<file path="src/rtl/spike_train_decoder_pkg.sv">
// Types and constants shared by the spike train decoder and the Izhikevich neuron core.
package spike_train_decoder_pkg;

    // Membrane voltage format: signed Q1.6, so one LSB is 2^-Q_FRAC_BITS = 1/64.
    localparam int Q_FRAC_BITS = 6;

    localparam logic signed [7:0] THR_HI_DEF = 8'sd19;   // 0.30
    localparam logic signed [7:0] THR_LO_DEF = -8'sd20;  // -0.31

    typedef enum logic [1:0] {
        NO_REF    = 2'd0,
        ARMED     = 2'd1,
        FIRED_REF = 2'd2
    } det_state_t;

endpackage

</file>
<file path="src/rtl/spike_train_decoder_isi_fifo.sv">
// Small synchronous FIFO. A push into a full FIFO is accepted only when a pop
// happens in the same cycle; otherwise it is dropped and flagged.
module isi_fifo #(
    parameter int WIDTH = 16,
    parameter int DEPTH = 4
) (
    input  logic             clk,
    input  logic             rst_n,
    input  logic             clear,
    input  logic             push,
    input  logic [WIDTH-1:0] push_data,
    input  logic             pop,
    output logic [WIDTH-1:0] head,
    output logic             not_empty,
    output logic             drop
);
    localparam int AW = $clog2(DEPTH);

    logic [WIDTH-1:0] mem [DEPTH];
    logic [AW-1:0]    rd_ptr_reg, wr_ptr_reg;
    logic [AW:0]      count_reg;
    logic             full, empty, pop_eff, push_eff;

    assign empty     = (count_reg == '0);
    assign full      = (count_reg == (AW+1)'(DEPTH));
    assign pop_eff   = pop & ~empty;
    assign push_eff  = push & (~full | pop_eff);
    assign drop      = push & full & ~pop_eff;
    assign not_empty = ~empty;
    // Stale entries stay in the array after a flush, so the head is masked when empty.
    assign head      = empty ? '0 : mem[rd_ptr_reg];

    always_ff @(posedge clk) begin
        if (push_eff) begin
            mem[wr_ptr_reg] <= push_data;
        end
    end

    always_ff @(posedge clk or negedge rst_n) begin
        if (!rst_n) begin
            rd_ptr_reg <= '0;
            wr_ptr_reg <= '0;
            count_reg  <= '0;
        end else if (clear) begin
            rd_ptr_reg <= '0;
            wr_ptr_reg <= '0;
            count_reg  <= '0;
        end else begin
            if (push_eff) wr_ptr_reg <= wr_ptr_reg + AW'(1);
            if (pop_eff)  rd_ptr_reg <= rd_ptr_reg + AW'(1);
            case ({push_eff, pop_eff})
                2'b10:   count_reg <= count_reg + (AW+1)'(1);
                2'b01:   count_reg <= count_reg - (AW+1)'(1);
                default: count_reg <= count_reg;
            endcase
        end
    end

endmodule

</file>
<file path="src/rtl/spike_train_decoder.sv">
// Hysteresis spike detector with inter-spike-interval FIFO and windowed spike rate,
// fed by the membrane-voltage stream of the neuron core.
module spike_train_decoder
    import spike_train_decoder_pkg::*;
#(
    parameter int W     = 8,
    parameter int ISI_W = 16,
    parameter int DEPTH = 4,
    parameter int WIN_W = 16
) (
    input  logic                clk,
    input  logic                rst_n,
    input  logic                clear,
    input  logic                sample_valid,
    input  logic signed [W-1:0] v_sample,
    input  logic signed [W-1:0] thr_hi,
    input  logic signed [W-1:0] thr_lo,
    input  logic [WIN_W-1:0]    win_len,
    output logic                spike_pulse,
    output logic [ISI_W-1:0]    isi_data,
    output logic                isi_valid,
    input  logic                isi_ready,
    output logic [WIN_W-1:0]    rate_count,
    output logic                rate_valid,
    output logic                overflow
);
    det_state_t       state_reg, state_next;
    logic             spike, emit, fifo_drop, window_close;
    logic [ISI_W-1:0] isi_cnt_reg, isi_inc;
    logic [WIN_W-1:0] win_cnt_reg, spk_cnt_reg, spk_inc, rate_count_reg;
    logic             spike_pulse_reg, rate_valid_reg, overflow_reg;

    always_comb begin
        state_next = state_reg;
        spike      = 1'b0;
        emit       = 1'b0;
        if (sample_valid) begin
            case (state_reg)
                NO_REF, ARMED: begin
                    if (v_sample > thr_hi) begin
                        spike      = 1'b1;
                        emit       = (state_reg == ARMED);
                        state_next = FIRED_REF;
                    end
                end
                FIRED_REF: begin
                    if (v_sample < thr_lo) state_next = ARMED;
                end
                default: state_next = NO_REF;
            endcase
        end
    end

    always_ff @(posedge clk or negedge rst_n) begin
        if (!rst_n)     state_reg <= NO_REF;
        else if (clear) state_reg <= NO_REF;
        else            state_reg <= state_next;
    end

    // Saturating increments; the emitted ISI is the distance in samples, i.e. count+1.
    assign isi_inc = (&isi_cnt_reg) ? isi_cnt_reg : isi_cnt_reg + ISI_W'(1);
    assign spk_inc = (spike && !(&spk_cnt_reg)) ? spk_cnt_reg + WIN_W'(1) : spk_cnt_reg;
    // ">=" also closes a window that overshot after win_len was lowered mid-window.
    assign window_close = sample_valid && (win_len != '0) && (win_cnt_reg >= win_len - WIN_W'(1));

    isi_fifo #(
        .WIDTH (ISI_W),
        .DEPTH (DEPTH)
    ) u_fifo (
        .clk       (clk),
        .rst_n     (rst_n),
        .clear     (clear),
        .push      (emit),
        .push_data (isi_inc),
        .pop       (isi_ready),
        .head      (isi_data),
        .not_empty (isi_valid),
        .drop      (fifo_drop)
    );

    always_ff @(posedge clk or negedge rst_n) begin
        if (!rst_n) begin
            isi_cnt_reg     <= '0;
            win_cnt_reg     <= '0;
            spk_cnt_reg     <= '0;
            rate_count_reg  <= '0;
            rate_valid_reg  <= 1'b0;
            spike_pulse_reg <= 1'b0;
            overflow_reg    <= 1'b0;
        end else if (clear) begin
            isi_cnt_reg     <= '0;
            win_cnt_reg     <= '0;
            spk_cnt_reg     <= '0;
            rate_count_reg  <= '0;
            rate_valid_reg  <= 1'b0;
            spike_pulse_reg <= 1'b0;
            overflow_reg    <= 1'b0;
        end else begin
            spike_pulse_reg <= spike;
            rate_valid_reg  <= window_close;
            overflow_reg    <= overflow_reg | fifo_drop;
            if (sample_valid) begin
                isi_cnt_reg <= spike ? '0 : isi_inc;
            end
            if (win_len == '0) begin
                win_cnt_reg <= '0;
                spk_cnt_reg <= '0;
            end else if (window_close) begin
                rate_count_reg <= spk_inc;
                win_cnt_reg    <= '0;
                spk_cnt_reg    <= '0;
            end else if (sample_valid) begin
                win_cnt_reg <= win_cnt_reg + WIN_W'(1);
                spk_cnt_reg <= spk_inc;
            end
        end
    end

    assign spike_pulse = spike_pulse_reg;
    assign rate_count  = rate_count_reg;
    assign rate_valid  = rate_valid_reg;
    assign overflow    = overflow_reg;

endmodule

</file>
<file path="config.mk">
export PLATFORM = sky130hd
export DESIGN_NAME = spike_train_decoder
export DESIGN_NICKNAME = d
export VERILOG_FILES = /design/src/rtl/spike_train_decoder_pkg.sv /design/src/rtl/spike_train_decoder_isi_fifo.sv /design/src/rtl/spike_train_decoder.sv
export SDC_FILE = /design/constraint.sdc
export NUM_CORES = 1
export LEC_CHECK = 0
export CAP_MARGIN = 10
export CORE_MARGIN = 2
export CORE_UTILIZATION = 57
export DETAILED_ROUTE_END_ITERATION = 16
export GPL_TIMING_DRIVEN = 0
export PLACE_DENSITY = 0.84
export SYNTH_ARGS = -nofsm -noshare
export SYNTH_HDL_FRONTEND = slang
export SYNTH_SLANG_ARGS = --single-unit
</file>
<file path="constraint.sdc">
create_clock -name clk -period 3.1 [get_ports clk]
set_input_delay 0.62 -clock clk [delete_from_list [all_inputs] [get_ports clk]]
set_output_delay 0.62 -clock clk [all_outputs]
set_load 0.02 [all_outputs]
</file>
==> After elaboration in Yosys (flattened, before gate mapping) <==
Memory sizes are Yosys's and may differ from the RTL's.
Index checks and enable logic that the tools add are counted.
{ "op_classes": {"reduce_logical": 19, "muxes": 39, "n_addsub": 8, "order_cmp": 3, "bitwise": 9, "n_eq_ne": 8} }
{ "ops": {"columns": ["operator", "count"], "rows": [
  ["$mux 16", 17],
  ["$add 16x1->16 const B", 3],
  ["$reduce_and 16->1", 2],
  ["$ge 16x16->1", 1],
  ["$logic_not 16->1", 1],
  ["$mux 2", 8],
  ["$reduce_bool 16->1", 1],
  ["$sub 16x1->16 const B", 1],
  ["$mux 1", 11],
  ["$gt 8x8->1", 1],
  ["$lt 8x8->1", 1],
  ["$reduce_bool 2->1", 4],
  ["$ne 3x3->1 const B", 2],
  ["$pmux 3 s2", 1],
  ["$add 2x1->2 const B", 2],
  ["$and 1x1->1", 4],
  ["$eq 2x1->1 const B", 2],
  ["$eq 2x2->1 const B", 2],
  ["$pmux 2 s2", 1],
  ["$reduce_bool 4->1", 1],
  ["$add 3x1->3 const B", 1],
  ["$eq 3x3->1 const B", 1],
  ["$logic_and 1x1->1", 3],
  ["$logic_not 3->1", 1],
  ["other kinds (11)", 14]
]} }
{ "word_totals": {"ram_bits": 64, "wordCells": 98, "regBits": 76, "memories": 1} }
{ "mem_list": {"columns": ["name", "words", "width", "rd", "rd_ports_with_merged_regs", "wr", "line_no", "rtl"], "rows": [
  ["u_fifo.mem", 4, 16, 1, 0, 1, "spike_train_decoder_isi_fifo.sv:19", "logic [WIDTH-1:0] mem [DEPTH];"]
]} }

==> Logic depth before layout (Yosys ltp) <==
{ "depth": {"ltp_word": 10, "mapped_depth": 16} }

==> By module <==
A second synthesis with hierarchy kept.
{ "unflattened": {"hier_cells": 714, "area_unflattened_um2": 7781.2} }
{ "by_module_without_submodules": {"columns": ["mod", "instances", "seq_area_each_um2", "cells_per_inst", "area_per_inst_um2"], "rows": [
  ["spike_train_decoder", 1, 1726.7, 548, 4785.8],
  ["isi_fifo", 1, 2097.0, 166, 2995.4]
]} }

==> Least setup slack after synthesis <==
No wires, ideal clock.
{ "synth_timing": {"kind": "input port to flip-flop", "startpoint": "input port win_len[0]", "endpoint": "register rate_count_reg[15] (netlist: rate_count[15])", "cell_stages": 16, "setup_slack_ps": -409, "t_arrival_ps": 3415, "cell_sequence": "inv_1 -> ha_1 -> nor4b_1 -> nand2_1 -> nor4_1 -> xnor2_1 -> ha_1 -> a21oi_1 -> o21ai_0 -> and3b_1 -> a2bb2oi_1 -> and3_1 -> clkbuf_1 -> clkbuf_1 -> nor2_1 -> a211oi_1"} }
{ "synth_between": {"elab_chain_len": 5, "elab_cells_between_ends": 9, "classes_between": "1 x add/sub; 1 x order compare; 1 x eq/ne; 6 x reduce/logical"} }
{ "synth_rtl": {"columns": ["element", "line_no", "rtl"], "rows": [
  ["start, declared", "spike_train_decoder.sv:18", "input logic [WIN_W-1:0] win_len,"],
  ["$sub 16x1->16 or $reduce_bool 16->1 (tied branches)", "spike_train_decoder.sv:64", "assign window_close = sample_valid && (win_len != '0) && (win_cnt_reg >= win_len - WIN_W'(1));"],
  ["$ge 16x16->1 or $logic_and 1x1->1 (tied branches)", "spike_train_decoder.sv:64", null],
  ["$logic_and 1x1->1", "spike_train_decoder.sv:64", null],
  ["$reduce_bool 2->1 (no line)", null, null],
  ["$reduce_and 2->1 (no line) (*)", null, null],
  ["end signal, assigned", "spike_train_decoder.sv:109", "rate_count_reg <= spk_inc;"],
  ["end, declared", "spike_train_decoder.sv:30", "logic [WIN_W-1:0] win_cnt_reg, spk_cnt_reg, spk_inc, rate_count_reg;"]
]} }
Mark *: on every way between the ends. The rest lies on a longest branch, timed or not.
A chain may end at the register's enable or synchronous reset.

==> Worst setup path after layout <==
{ "layout_timing": {"startpoint": "input port win_len[6]", "endpoint": "register rate_count_reg[6] (netlist: rate_count[6])"} }
The elaborated chain is that of the path after synthesis.

==> impl.org <==
** Run status
- Status :: finished with violations
- The checks that failed: negative setup slack.

** Floorplan
- Initial cell density of the core :: 58.6%
- Die span in x :: 118 um
- Site Rows :: 41
- Die H :: 118 um
- 81 I/O pins were placed.
- The die covers 13,900 um2.
- Core region area :: 12,600 um2

** Critical path
- For this design, the slowest cell found on the critical path is nor4_4.
- The critical path goes through clkbuf_2 > nor4_4 > nand2_2 > buf_6 > buf_4 > nor2_2 > xnor2_1 > ha_1 > nand2_1 > o21ai_2 > and3b_1 > a2bb2oi_2 > and3_4 > buf_8 > nor2_1 > a311oi_1.
- CP Capture Type :: flip-flop
- CP arrival :: 3.48 ns
- STA classifies the critical path startpoint as an input port.
- Cell type group with the largest total delay on the critical path :: simple AND/OR/NAND/NOR gates
- Max FO, Critical Path :: 7
- In this design, the stage delay of the slowest critical-path cell is 0.43 ns.
- The worst setup path is of the in2reg kind.
- Combined buffer and inverter count along the critical path :: 4
- Data on the critical path is required at its endpoint by 3.41 ns.

** Global routing
- Maximum number of pins on one net before global-route repair :: 51
- For this run, the total global-route usage over all layers was measured as 26.8%.
- The first global-routing pass estimated 29,400 um of wire.
- The total overflow left after global routing is 0.
- Number of global-route vias before repair :: 5,969
- The number of antenna violations at the first check in global routing is 0.

** Drt
- Total detailed-routing wirelength :: 19,000 um
- In the routed design, unresolved DRC markers number 0.
- After detailed routing, the average wire length per cell comes to 19.4 um.
- DRT Pass-1 Iters :: 5
- Detailed routing inserted a total of 5,916 vias.
- After detailed routing, the number of vias per cell comes to 6.02.
- The detail route stage leaves a number of antenna-violating nets equal to 0.
- Count of routing violations after the opening detailed-route iteration :: 456

** Yosys
- A synthesized cell averages 11.1 um2.
- Synth cell types :: 61
- Post-Synthesis Cells :: 666
- Synthesized flop and latch total :: 140
- The most used flip-flop cell after synthesis is dfrtp_1.
- Proportion of register bits with asynchronous set or reset after synthesis :: 54.3%
- Counting flops with a built-in enable in the synthesized netlist gives 64.
- Mapped Area :: 7400 um2
- For this run, the number of Yosys warnings is 0.
- Fraction of the yosys area taken by sequential cells :: 51.7%
- The number of nets in the synthesized netlist is 751.

** Pwr
- IR analysis of the VDD net gives a maximum drop of 0.285 mV.
- Switching component of the power :: 0.00152 W
- Portion of total power attributed to sequential cells :: 39.2%
- Design Power :: 0.00513 W
- In this run the static leakage power is 3.83 nW.
- P_int :: 0.00361 W
- In this run, the combinational gates consume 22.9% of the power.
- Net switching is 29.6% of the power.
- Clock group share of total power :: 37.9%
- Power density normalized to cell area :: 529 nW/um2

** Final layout
- Final antenna diode count :: 0
- In the layout the commonest cells are 75 x dfrtp_1, 71 x nor2_1, 64 x edfxtp_1.
- Max FFs per register :: 64
- Commonest non-fill, non-tap cell in the layout :: dfrtp_1
- Of the cells placed in the final design, the portion with a size suffix greater than 1 is 22.6%.
- Growth of design area from synthesis to finish :: 31.2%
- Post-layout utilization of the core :: 76.9%
- u_fifo.mem holds more flip-flops than any other register.
- Final net count :: 882
- Leaving out filler cells and counting taps, the final layout contains 982.

** Clock network
- The clock drives 140 sinks.
- Number of levels in the clock H-tree :: 4
- Total clock buffers created by CTS :: 17
- The longest clock path from root to sink contains 2 buffers.
- The later pin in the worst-skew pair is clocked with a latency of 0.43 ns.
- Reg clk slew, reported paths :: 0.07 ns
- Clock tree synthesis selected as its root buffer the cell clkbuf_16.
- TritonCTS built the clock tree.

** Placed design
- Worst setup slack before clock tree synthesis :: -1.22 ns
- Final weighted congestion in routability-driven placement :: 0.916
- Buffers on Ports :: 79
- The HPWL after detailed placement is 12,100 um.
- Once placement completed, the tool counted placed cells totaling 918.

** Min path
- Class of the most critical hold timing path :: in2async

** Timing
- Slew HR :: 47.9%
- For the pin with the worst max-slew slack, the measured transition is 0.770 ns.
- Timing would allow up to 0.315 GHz.
- Of the available clock period, the critical path in the final layout requires 102%.
- Setup slack on the critical path of the routed design comes to -0.0736 ns.
- Max-slew violation total from the final report :: 0
- Between clock sinks in the finished design, the worst skew comes to 0.00862 ns.
- Unrepaired setup endpoints after global routing :: yes
- Setup violations remaining at the end of the flow were counted as 4.
- The routed design could run at a clock period as short as 3.17 ns.
- The final hold violation count was 0.
- Hold timing on the final database bottoms out at a slack of 0.111 ns.

** Job
- Across the run, the number of max-cap violations was 0.
==> cell type report <==
class	instances	area (um2)
Fill cell	777	2910
Timing Repair Buffer	111	1040
Sequential cell	140	3820
Inverter	31	121
Clock inverter	15	145
Tap cell	172	215
Buffer	22	179
Multi-Input combinational cell	474	3750
Clock buffer	17	425
==> synthesized netlist by cell type (all sizes together), types with 2 or more instances <==
library cell  instances  area (um2)
buf                   6        42.5
nor2                 83         312
xnor2                34         298
o211ai                3        22.5
a21oi                23         119
nor3                 18         101
or4b                  2        23.8
nor4                  7        43.8
and2                 25         159
dfrtp                76        1900
a22o                  3        26.3
nand2                35         131
clkbuf               19        71.3
ha                   39         488
nand4                16         100
a31oi                 7        50.1
a21o                  5        37.5
a21boi                3        22.5
a2111oi               3        32.5
mux4                 16         360
a211oi               16         120
mux2i                 2        20.0
and3                  6        37.5
xor2                 15         131
nand2b                3        18.8
o21a                  2        15.0
nand3                24         120
and4                  3        26.3
o31ai                 5        37.5
nor2b                 8        50.1
inv                  31         116
nor4b                 4        35.0
edfxtp               64        1920
or3                  12        75.1
o21ai                29         145
mux2                  2        22.5
==> final timing paths <==
kind / startpoint / to / slack, ns / depth (start not counted)
max: win_len[6] / rate_count[6]$_DFFE_PN0P_ / -0.07 / 16
max in group asynchronous: rst_n / isi_cnt_reg[5]$_DFFE_PN0P_ / 2.41 / 2
min in group clk: state_reg[0]$_DFFE_PN0P_ / state_reg[0]$_DFFE_PN0P_ / 0.54 / 2
max reg2reg: state_reg[1]$_DFFE_PN0P_ / u_fifo.count_reg[2]$_DFFE_PN0P_ / 0.55 / 8
min: rst_n / rate_count[1]$_DFFE_PN0P_ / 0.11 / 1
min reg2reg: state_reg[0]$_DFFE_PN0P_ / state_reg[0]$_DFFE_PN0P_ / 0.54 / 2
==> kinds of logic (layout without fill, tap and decap cells) <==
kind of cell,Yosys count,count (layout),share of synthesized area [%]
xor gates and xnor gates,49,49,5.80
AOI/OAI and AO/OA,112,112,10.1
buffers and inverters,56,196,3.11
DFF,140,140,51.7
and+or+nand+nor,249,253,17.0
adders and majority gates,40,40,6.87
muxes,20,20,5.45
==> metrics by stage <==
stage	cell area, um2	setup TNS [ns]
after floorplan	7450	0
after global placement	8460	-185.75
after detailed placement	8480	-114.10
after CTS	9390	-0.0126
after global routing	9710	-8.83
final	9710	-0.127
==> per-layer routing <==
| layer | share of wire (%) | wire length (um) | up-vias | GRT usage [%] |
|---|---|---|---|---|
| li1 | - | - | 2704 | - |
| met5 | 0 | 0 | - | 0 |
| met4 | 2.9 | 546 | 0 | 8.43 |
| met1 | 39 | 7390 | 2944 | 30.9 |
| met3 | 5.2 | 989 | 48 | 6.01 |
| met2 | 53 | 10100 | 220 | 49.2 |
==> power by group through the flow <==
| stage | registers (W) | clock network, W | logic [W] |
|---|---|---|---|
| 6_report | 0.00201 | 0.00195 | 0.00118 |
| 5_1_grt | 0.00201 | 0.00204 | 0.00126 |
| 3_3_place_gp | 0.00204 | 0 | 0.00106 |
| 4_1_cts | 0.00201 | 0.00196 | 0.00114 |
| 2_1_floorplan | 0.00203 | 0 | 0.000660 |
| 3_5_place_dp | 0.00204 | 0 | 0.00110 |
==> what timing repair did <==
item	CTS	global route
hold buffers	0	0
pin swaps	22	38
gates cloned	5	2
setup buffers	14	14
setup endpoints to repair	130	118
gates resized for setup	72	78
Note: power is estimated with default switching activity, not from simulation.
